===== config.mk =====
export PLATFORM = sky130hd
export DESIGN_NAME = bit_serializer
export DESIGN_NICKNAME = d
export VERILOG_FILES = /design/src/rtl/bit_serializer.sv
export SDC_FILE = /design/constraint.sdc
export NUM_CORES = 1
export LEC_CHECK = 0
export ABC_AREA = 1
export BUFFER_PORTS_ARGS = -buffer_cell sky130_fd_sc_hd__clkbuf_2
export CAP_MARGIN = 25
export CORE_ASPECT_RATIO = 0.6
export CORE_MARGIN = 3
export CORE_UTILIZATION = 35
export DETAILED_ROUTE_END_ITERATION = 16
export PLACE_DENSITY = 0.56
export RECOVER_POWER = 100
export SLEW_MARGIN = 10
export SYNTH_ARGS = -nofsm -noshare
export SYNTH_HDL_FRONTEND = slang
export SYNTH_SLANG_ARGS = --single-unit

===== constraint.sdc =====
create_clock -name clk -period 1.65 [get_ports clk]
set_input_delay 0.4125 -clock clk [delete_from_list [all_inputs] [get_ports clk]]
set_output_delay 0.4125 -clock clk [all_outputs]
set_load 0.02 [all_outputs]

===== src/rtl/bit_serializer.sv =====
// bit_serializer: parallel-to-serial converter with a one-word skid buffer.
// Feeds a downstream sequence detector with a gap-free stream of word bits.
module bit_serializer #(
    parameter int WIDTH     = 8,
    parameter bit MSB_FIRST = 1'b1
) (
    input  logic             clk,
    input  logic             reset,
    input  logic [WIDTH-1:0] din,
    input  logic             din_valid,
    output logic             din_ready,
    output logic             x,
    output logic             x_valid,
    output logic             word_done,
    output logic [15:0]      words_sent
);

    localparam int CW = $clog2(WIDTH);
    localparam logic [CW-1:0] LAST = CW'(WIDTH - 1);

    typedef enum logic {
        IDLE,
        SHIFT
    } state_t;

    state_t           state;
    state_t           state_next;
    logic [WIDTH-1:0] shreg;
    logic [WIDTH-1:0] shreg_next;
    logic [WIDTH-1:0] hold;
    logic [WIDTH-1:0] hold_next;
    logic             hold_full;
    logic             hold_full_next;
    logic [CW-1:0]    bit_cnt;
    logic [CW-1:0]    bit_cnt_next;
    logic [15:0]      sent_cnt;
    logic             xfer;
    logic             last;
    logic [WIDTH-1:0] shreg_adv;

    assign din_ready  = ~hold_full & ~reset;
    assign xfer       = din_valid & din_ready;
    assign last       = (state == SHIFT) && (bit_cnt == LAST);
    assign x_valid    = (state == SHIFT);
    assign x          = x_valid & (MSB_FIRST ? shreg[WIDTH-1] : shreg[0]);
    assign word_done  = last;
    assign words_sent = sent_cnt;
    assign shreg_adv  = MSB_FIRST ? {shreg[WIDTH-2:0], 1'b0}
                                  : {1'b0, shreg[WIDTH-1:1]};

    // State register
    always_ff @(posedge clk) begin
        if (reset) begin
            state <= IDLE;
        end else begin
            state <= state_next;
        end
    end

    // Next state and datapath: direct load when the shifter frees up, else park in hold
    always_comb begin
        state_next     = state;
        shreg_next     = shreg;
        hold_next      = hold;
        hold_full_next = hold_full;
        bit_cnt_next   = bit_cnt;
        unique case (state)
            IDLE: begin
                if (xfer) begin
                    state_next   = SHIFT;
                    shreg_next   = din;
                    bit_cnt_next = '0;
                end
            end
            SHIFT: begin
                if (last) begin
                    bit_cnt_next = '0;
                    if (hold_full) begin
                        shreg_next     = hold;
                        hold_full_next = 1'b0;
                    end else if (xfer) begin
                        shreg_next = din;
                    end else begin
                        state_next = IDLE;
                    end
                end else begin
                    bit_cnt_next = bit_cnt + CW'(1);
                    shreg_next   = shreg_adv;
                    if (xfer) begin
                        hold_next      = din;
                        hold_full_next = 1'b1;
                    end
                end
            end
            default: begin
                state_next = IDLE;
            end
        endcase
    end

    // Datapath registers; reset drops any partial or parked word
    always_ff @(posedge clk) begin
        if (reset) begin
            shreg     <= '0;
            hold      <= '0;
            hold_full <= 1'b0;
            bit_cnt   <= '0;
        end else begin
            shreg     <= shreg_next;
            hold      <= hold_next;
            hold_full <= hold_full_next;
            bit_cnt   <= bit_cnt_next;
        end
    end

    // Completed-word counter, wraps naturally at 16 bits
    always_ff @(posedge clk) begin
        if (reset) begin
            sent_cnt <= '0;
        end else if (word_done) begin
            sent_cnt <= sent_cnt + 16'd1;
        end
    end

endmodule


### After elaboration in Yosys (flattened, before gate mapping)

Cells that the tools add are included.

* register bits: 37
* input bits: 11

* add/sub/neg operators: 2
* eq/ne operators: 2
* multiplexer cells: 13
* bitwise operators: 7
* reduce and logical (&&, ||, !) cells: 4

Operators with widths (number)
* two-way mux 8 bit: 3
* adder 16 x 1 -> 16 bit (second input constant): 1
* case mux 8 bit (2 select lines): 1
* two-way mux 3 bit: 2
* case mux 3 bit (2 select lines): 1
* two-way mux 1 bit: 5
* NOT 1 bit: 4
* adder 3 x 1 -> 3 bit (second input constant): 1
* AND 1 bit: 3
* == test 3 bit (second input constant): 1
* AND reduction 3 bit: 1
* != test 2 bit (second input constant): 1
* case mux 1 bit (2 select lines): 1
* AND reduction 2 bit: 1
* nonzero test 2 bit: 1
* logical AND 1 bit: 1

### Logic depth before layout (Yosys ltp)

* word-level depth: 7
* mapped depth: 10
* depth with buffers taken out: 10

### Least setup slack after synthesis

OpenSTA, ideal clock, no wires.

* path kind: reg-to-reg
* start point: reg bit_cnt[0]
* end point: reg shreg[7]
* arrival: 1379 ps
* required time: 1518 ps
* setup slack: 139 ps
* stages on the path, launching flop included: 9
* path buffers: 0
* clock period less this slack: 1511 ps
* cell sequence: dfxtp_1 > ha_1 > ha_1 > nand2_4 > inv_2 > nand2_1 > clkinv_2 > a22oi_1 > a21oi_1

* cells in the longest elaborated chain, start to end: 4

Ends and longest elaborated chain
* from (decl): line 34 `logic [CW-1:0] bit_cnt;`
* from (signal assigned): line 112 `bit_cnt <= bit_cnt_next;`
* == test 3 bit: line 43 `assign last = (state == SHIFT) && (bit_cnt == LAST);`
* logical AND 1 bit: line 43
* named net word_done: line 14 `output logic word_done,`
* two-way mux 8 bit: line 76 `if (last) begin`
* case mux 8 bit (2 select lines): line 67 `unique case (state)`
* to (signal assigned): line 109 `shreg <= shreg_next;`
* to (decl): line 28 `logic [WIDTH-1:0] shreg;`

The timed path passes the listed nets, and every way through them passes these cells.
A chain may end at the register's enable or synchronous reset.

### Worst setup path in the final report

* start point: reg bit_cnt[0]
* end point: out word_done

* cells in the longest elaborated chain, start to end: 2

Ends and longest elaborated chain (line)
* == test 3 bit: 43
* logical AND 1 bit: 43
* to (decl): 14

No other way between the ends.

==> PnR_summary.wiki <==
{| class="wikitable"
! Metric !! Value
|-
| Area of the mapped netlist || between 1500 and 2000 sq um
|-
| Remaining routing DRC violations || 0
|-
| Yosys warning total || 0
|-
| Clock buffer count from CTS || 5
|-
| Net total in the final layout || 302
|-
| Total core area || between 4000 and 5000 sq um
|-
| Inst Count DP || 340
|-
| Root buf cell || sky130_fd_sc_hd__clkbuf_8
|-
| Fraction of layout instances using a drive strength above 1 || 0.2500
|-
| Slowest stage delay, CP || 0.34 ns
|-
| Layout-stage area growth over the synthesis result || 25.76%
|-
| Number of flops mapped to enable cells by yosys || 0
|-
| Die height || 60.98 microns
|-
| Min-Delay Path Class || in2reg
|-
| Highest achievable clock rate || about 610 MHz
|-
| Largest net degree at the start of global routing || 18
|-
| Number of vias after detailed routing || ~1,700
|-
| Cell type of the slowest stage on the worst timing path || sky130_fd_sc_hd__dfxtp_2
|-
| Capture point of the worst reg-to-reg path || words_sent[13]
|-
| Number of cells on the worst hold path || 3
|-
| Clock-pin slew of the registers on the worst-case setup and hold paths || 0.07 ns
|-
| Commonest register cell after synthesis || sky130_fd_sc_hd__dfxtp_1
|-
| Endpoints failing hold || 0
|-
| Cell count after synthesis || approximately 250
|-
| Slew Viols, Final || 0
|-
| Endpoint kind of the worst setup timing path || primary output
|-
| Relative max-transition margin || 0.7413
|-
| Max rail drop VDD || ~0.00034 V
|-
| Cell types with the highest counts after synthesis || sky130_fd_sc_hd__nand2_1 (70), sky130_fd_sc_hd__dfxtp_1 (37), sky130_fd_sc_hd__inv_1 (27), sky130_fd_sc_hd__nor2_1 (27), sky130_fd_sc_hd__a21oi_1 (25)
|-
| Final-layout fill cell count || between 400 and 500
|-
| Switching pwr || roughly 0.00043 W
|-
| Maximum buffer depth of the clock tree || 2
|-
| Type of the setup path with the least slack || reg2out
|-
| Critical Path Most Common Cell || sky130_fd_sc_hd__ha_4
|-
| Buffers on Ports || 30
|-
| Final GP Congestion || just under 0.8
|-
| Detailed placement HPWL || around 3100 microns
|-
| Period minus WS final || between 1.5 and 2 ns
|-
| GRT overflow || 0
|-
| Final instance area || 2217 sq um
|-
| Required time reported for the critical path endpoint || about 1.2 ns
|-
| Comb pwr share || 0.089
|-
| DIE AREA || around 6000 sq um
|-
| Placed Area || 2002 sq um
|-
| Ports placed on the boundary || 31
|-
| Switching share of power || 0.2490
|-
| Register-to-Register Setup Slack || roughly 0.07 ns
|-
| Launch instance of the worst min-delay path || din[3]
|-
| Count of different cell masters after synthesis || 29
|-
| Hold slack || 0.3740 ns
|-
| Largest cells by area after synthesis || sky130_fd_sc_hd__dfxtp_1 (42%), sky130_fd_sc_hd__nand2_1 (15%), sky130_fd_sc_hd__a21oi_1 (7.1%)
|-
| Hold path endpoint || hold[3]
|-
| Pleak || a little under 1 nW
|-
| Aggregate global-route resource usage || 0.1501
|-
| Sequential power share || 0.544
|-
| Clock skew after layout || 0.003514 ns
|-
| Detail Route Antenna Nets || 0
|-
| Share of the synthesized area in the top cell type || 0.4202
|-
| Internal power component || around 0.0013 W
|-
| Effective utilization at floorplan || 0.3745
|-
| Placement Rows || 19
|-
| Share of flip-flops with an asynchronous set or reset || 0
|-
| Reg2reg start || bit_cnt[0]
|-
| Leading area contributor after synthesis || sky130_fd_sc_hd__dfxtp_1
|-
| Die X || around 98 microns
|-
| Non-filler instance count after layout || ~350
|-
| Chain of cells forming the critical path || ha_4 -> ha_4 -> nand2_8 -> clkinv_8 -> buf_8
|-
| Highest fanout seen on the critical path || 3
|-
| Syn_area_per_cell || ~7.1 sq um
|-
| Worst setup margin || just under 0.02 ns
|-
| Vias per inst || approximately 4.7
|-
| Cell Pwr Density || 786.6 nW/um^2
|-
| Count of final setup violators || 0
|-
| Number of nets in the synthesized netlist || between 200 and 300
|-
| Area of combinational cells with multiple inputs || 947.2 sq um
|-
| Vias in the first global route || 1,453
|-
| Clock insertion delay at the later pin of the skew report || roughly 0.28 ns
|-
| Antenna violations before repair || 0
|-
| Total of flip-flops plus latches after synthesis || 37
|-
| Detailed Routing Iterations Pass 1 || 4
|-
| Post-layout total power || between 0.0015 and 0.002 W
|-
| Detailed Route Iter0 Violations || 111
|-
| Most used standard cell by instance count after synthesis || sky130_fd_sc_hd__nand2_1
|-
| Area occupied by registers || approximately 740 sq um
|-
| Post-route fraction of the period consumed by the critical path || 0.9881
|-
| CTS hold repair buffers || 0
|-
| WL/cell || ~12 microns
|-
| Depth of the worst register-to-register path || 11
|-
| Overall routed net length || roughly 4300 microns
|-
| Data arrival time of the critical path || roughly 1.2 ns
|-
| Crit path launch type || flop
|-
| Clock tree from TritonCTS || done
|-
| Clock network power share || 0.367
|-
| Max-cap violations || 0
|-
| Number of diodes || 0
|-
| Sinks on the clock net || 37
|-
| Share of the yosys chip area belonging to registers || 0.4202
|-
| Post-Place Setup Slack || 0.008447 ns
|-
| Run status || complete, no violations
|-
| H-tree levels || 2
|-
| First-pass GRT wire length || a little under 7000 microns
|-
| Setup repair after global routing missed its margin || true
|-
| Worst-Margin Slew || 0.3875 ns
|}
worst max-delay path by stage:
stage               depth (start not counted)        endpoint       start  slack (ns)
floorplan                                   8        shreg[7]  bit_cnt[0]        0.14
global placement                            8        shreg[0]       reset        0.06
detailed placement                          8        shreg[5]  bit_cnt[0]       0.008
CTS                                         5       word_done  bit_cnt[0]      0.0008
global route                               11  words_sent[13]  bit_cnt[0]       -0.03
finish                                      5       word_done  bit_cnt[0]        0.02
power by group through the flow:
stage	Combinational (W)	Sequential, W	Clock, W
3_3_place_gp	0.000149	0.000963	0
2_1_floorplan	0.0000958	0.000960	0
6_report	0.000155	0.000948	0.000641
5_1_grt	0.000175	0.000951	0.000695
3_5_place_dp	0.000147	0.000962	0
4_1_cts	0.000148	0.000945	0.000657
worst max-delay path, delay by kind of cell, from the launching register on:
family | cells | cell delay, ns
flip-flops | 1 | 0.34
adder cells (fa/ha/maj) | 2 | 0.33
buffers and inverters | 2 | 0.17
AND/OR/NAND/NOR | 1 | 0.09
metrics by stage:
stage,utilization,TNS [ns]
after global placement,0.4253,0
after global routing,0.4710,-0.06662
after CTS,0.4575,0
final,0.4710,0
after detailed placement,0.4253,0
after floorplan,-,0
cell families (layout without fill, tap and decap cells):
| family | Yosys count | after routing | synth area share |
|---|---|---|---|
| buf+inv | 35 | 76 | 0.07807 |
| fa+ha+maj | 3 | 3 | 0.02129 |
| compound gates | 50 | 50 | 0.1561 |
| flops | 37 | 37 | 0.4202 |
| simple gates | 122 | 122 | 0.3243 |
flip-flops by register name, summed over array words and instances, names as in the netlist:
name and cells:
shreg 8, hold_full 1, hold 8, words_sent 16
bit_cnt 3, x_valid 1
layer usage:
metal | wire length, microns | vias to the layer above | track usage
li1 | - | 880 | -
met1 | 2430 | 742 | 0.2349
met2 | 1591 | 35 | 0.1947
met3 | 229 | 4 | 0.04248
met4 | 31 | 0 | 0.04142
met5 | 0 | - | 0
layout by cell type (no fill, tap or decap), types with 2 or more instances in the layout:
cell type,instances
sky130_fd_sc_hd__nand2_1,69
sky130_fd_sc_hd__dfxtp_1,35
sky130_fd_sc_hd__clkbuf_2,28
sky130_fd_sc_hd__nor2_1,26
sky130_fd_sc_hd__inv_1,24
sky130_fd_sc_hd__a21oi_1,23
sky130_fd_sc_hd__o21ai_0,15
sky130_fd_sc_hd__a22oi_1,6
sky130_fd_sc_hd__clkbuf_8,6
sky130_fd_sc_hd__buf_4,6
sky130_fd_sc_hd__inv_2,5
sky130_fd_sc_hd__nand3_1,5
sky130_fd_sc_hd__nand2_2,3
sky130_fd_sc_hd__nor2_4,3
sky130_fd_sc_hd__nand4_1,3
sky130_fd_sc_hd__nor3_1,3
sky130_fd_sc_hd__nor2_2,2
sky130_fd_sc_hd__a21oi_2,2
sky130_fd_sc_hd__nor3_2,2
sky130_fd_sc_hd__ha_4,2
sky130_fd_sc_hd__dfxtp_2,2
sky130_fd_sc_hd__clkbuf_1,2
sky130_fd_sc_hd__buf_8,2
layout make-up:
type | count | share of cell area
multi-input combinational | 175 | 0.4272
timing repair buffer | 38 | 0.1038
inverter | 31 | 0.05925
tap | 63 | 0.03555
sequential | 37 | 0.3352
clock buffer | 7 | 0.03894
what timing repair did:
action,in CTS,in global routing
setup buffers,3,1
pin swaps,1,4
gates resized for setup,11,17
setup endpoints to repair,1,18
Note: power is estimated with default switching activity, not from simulation.
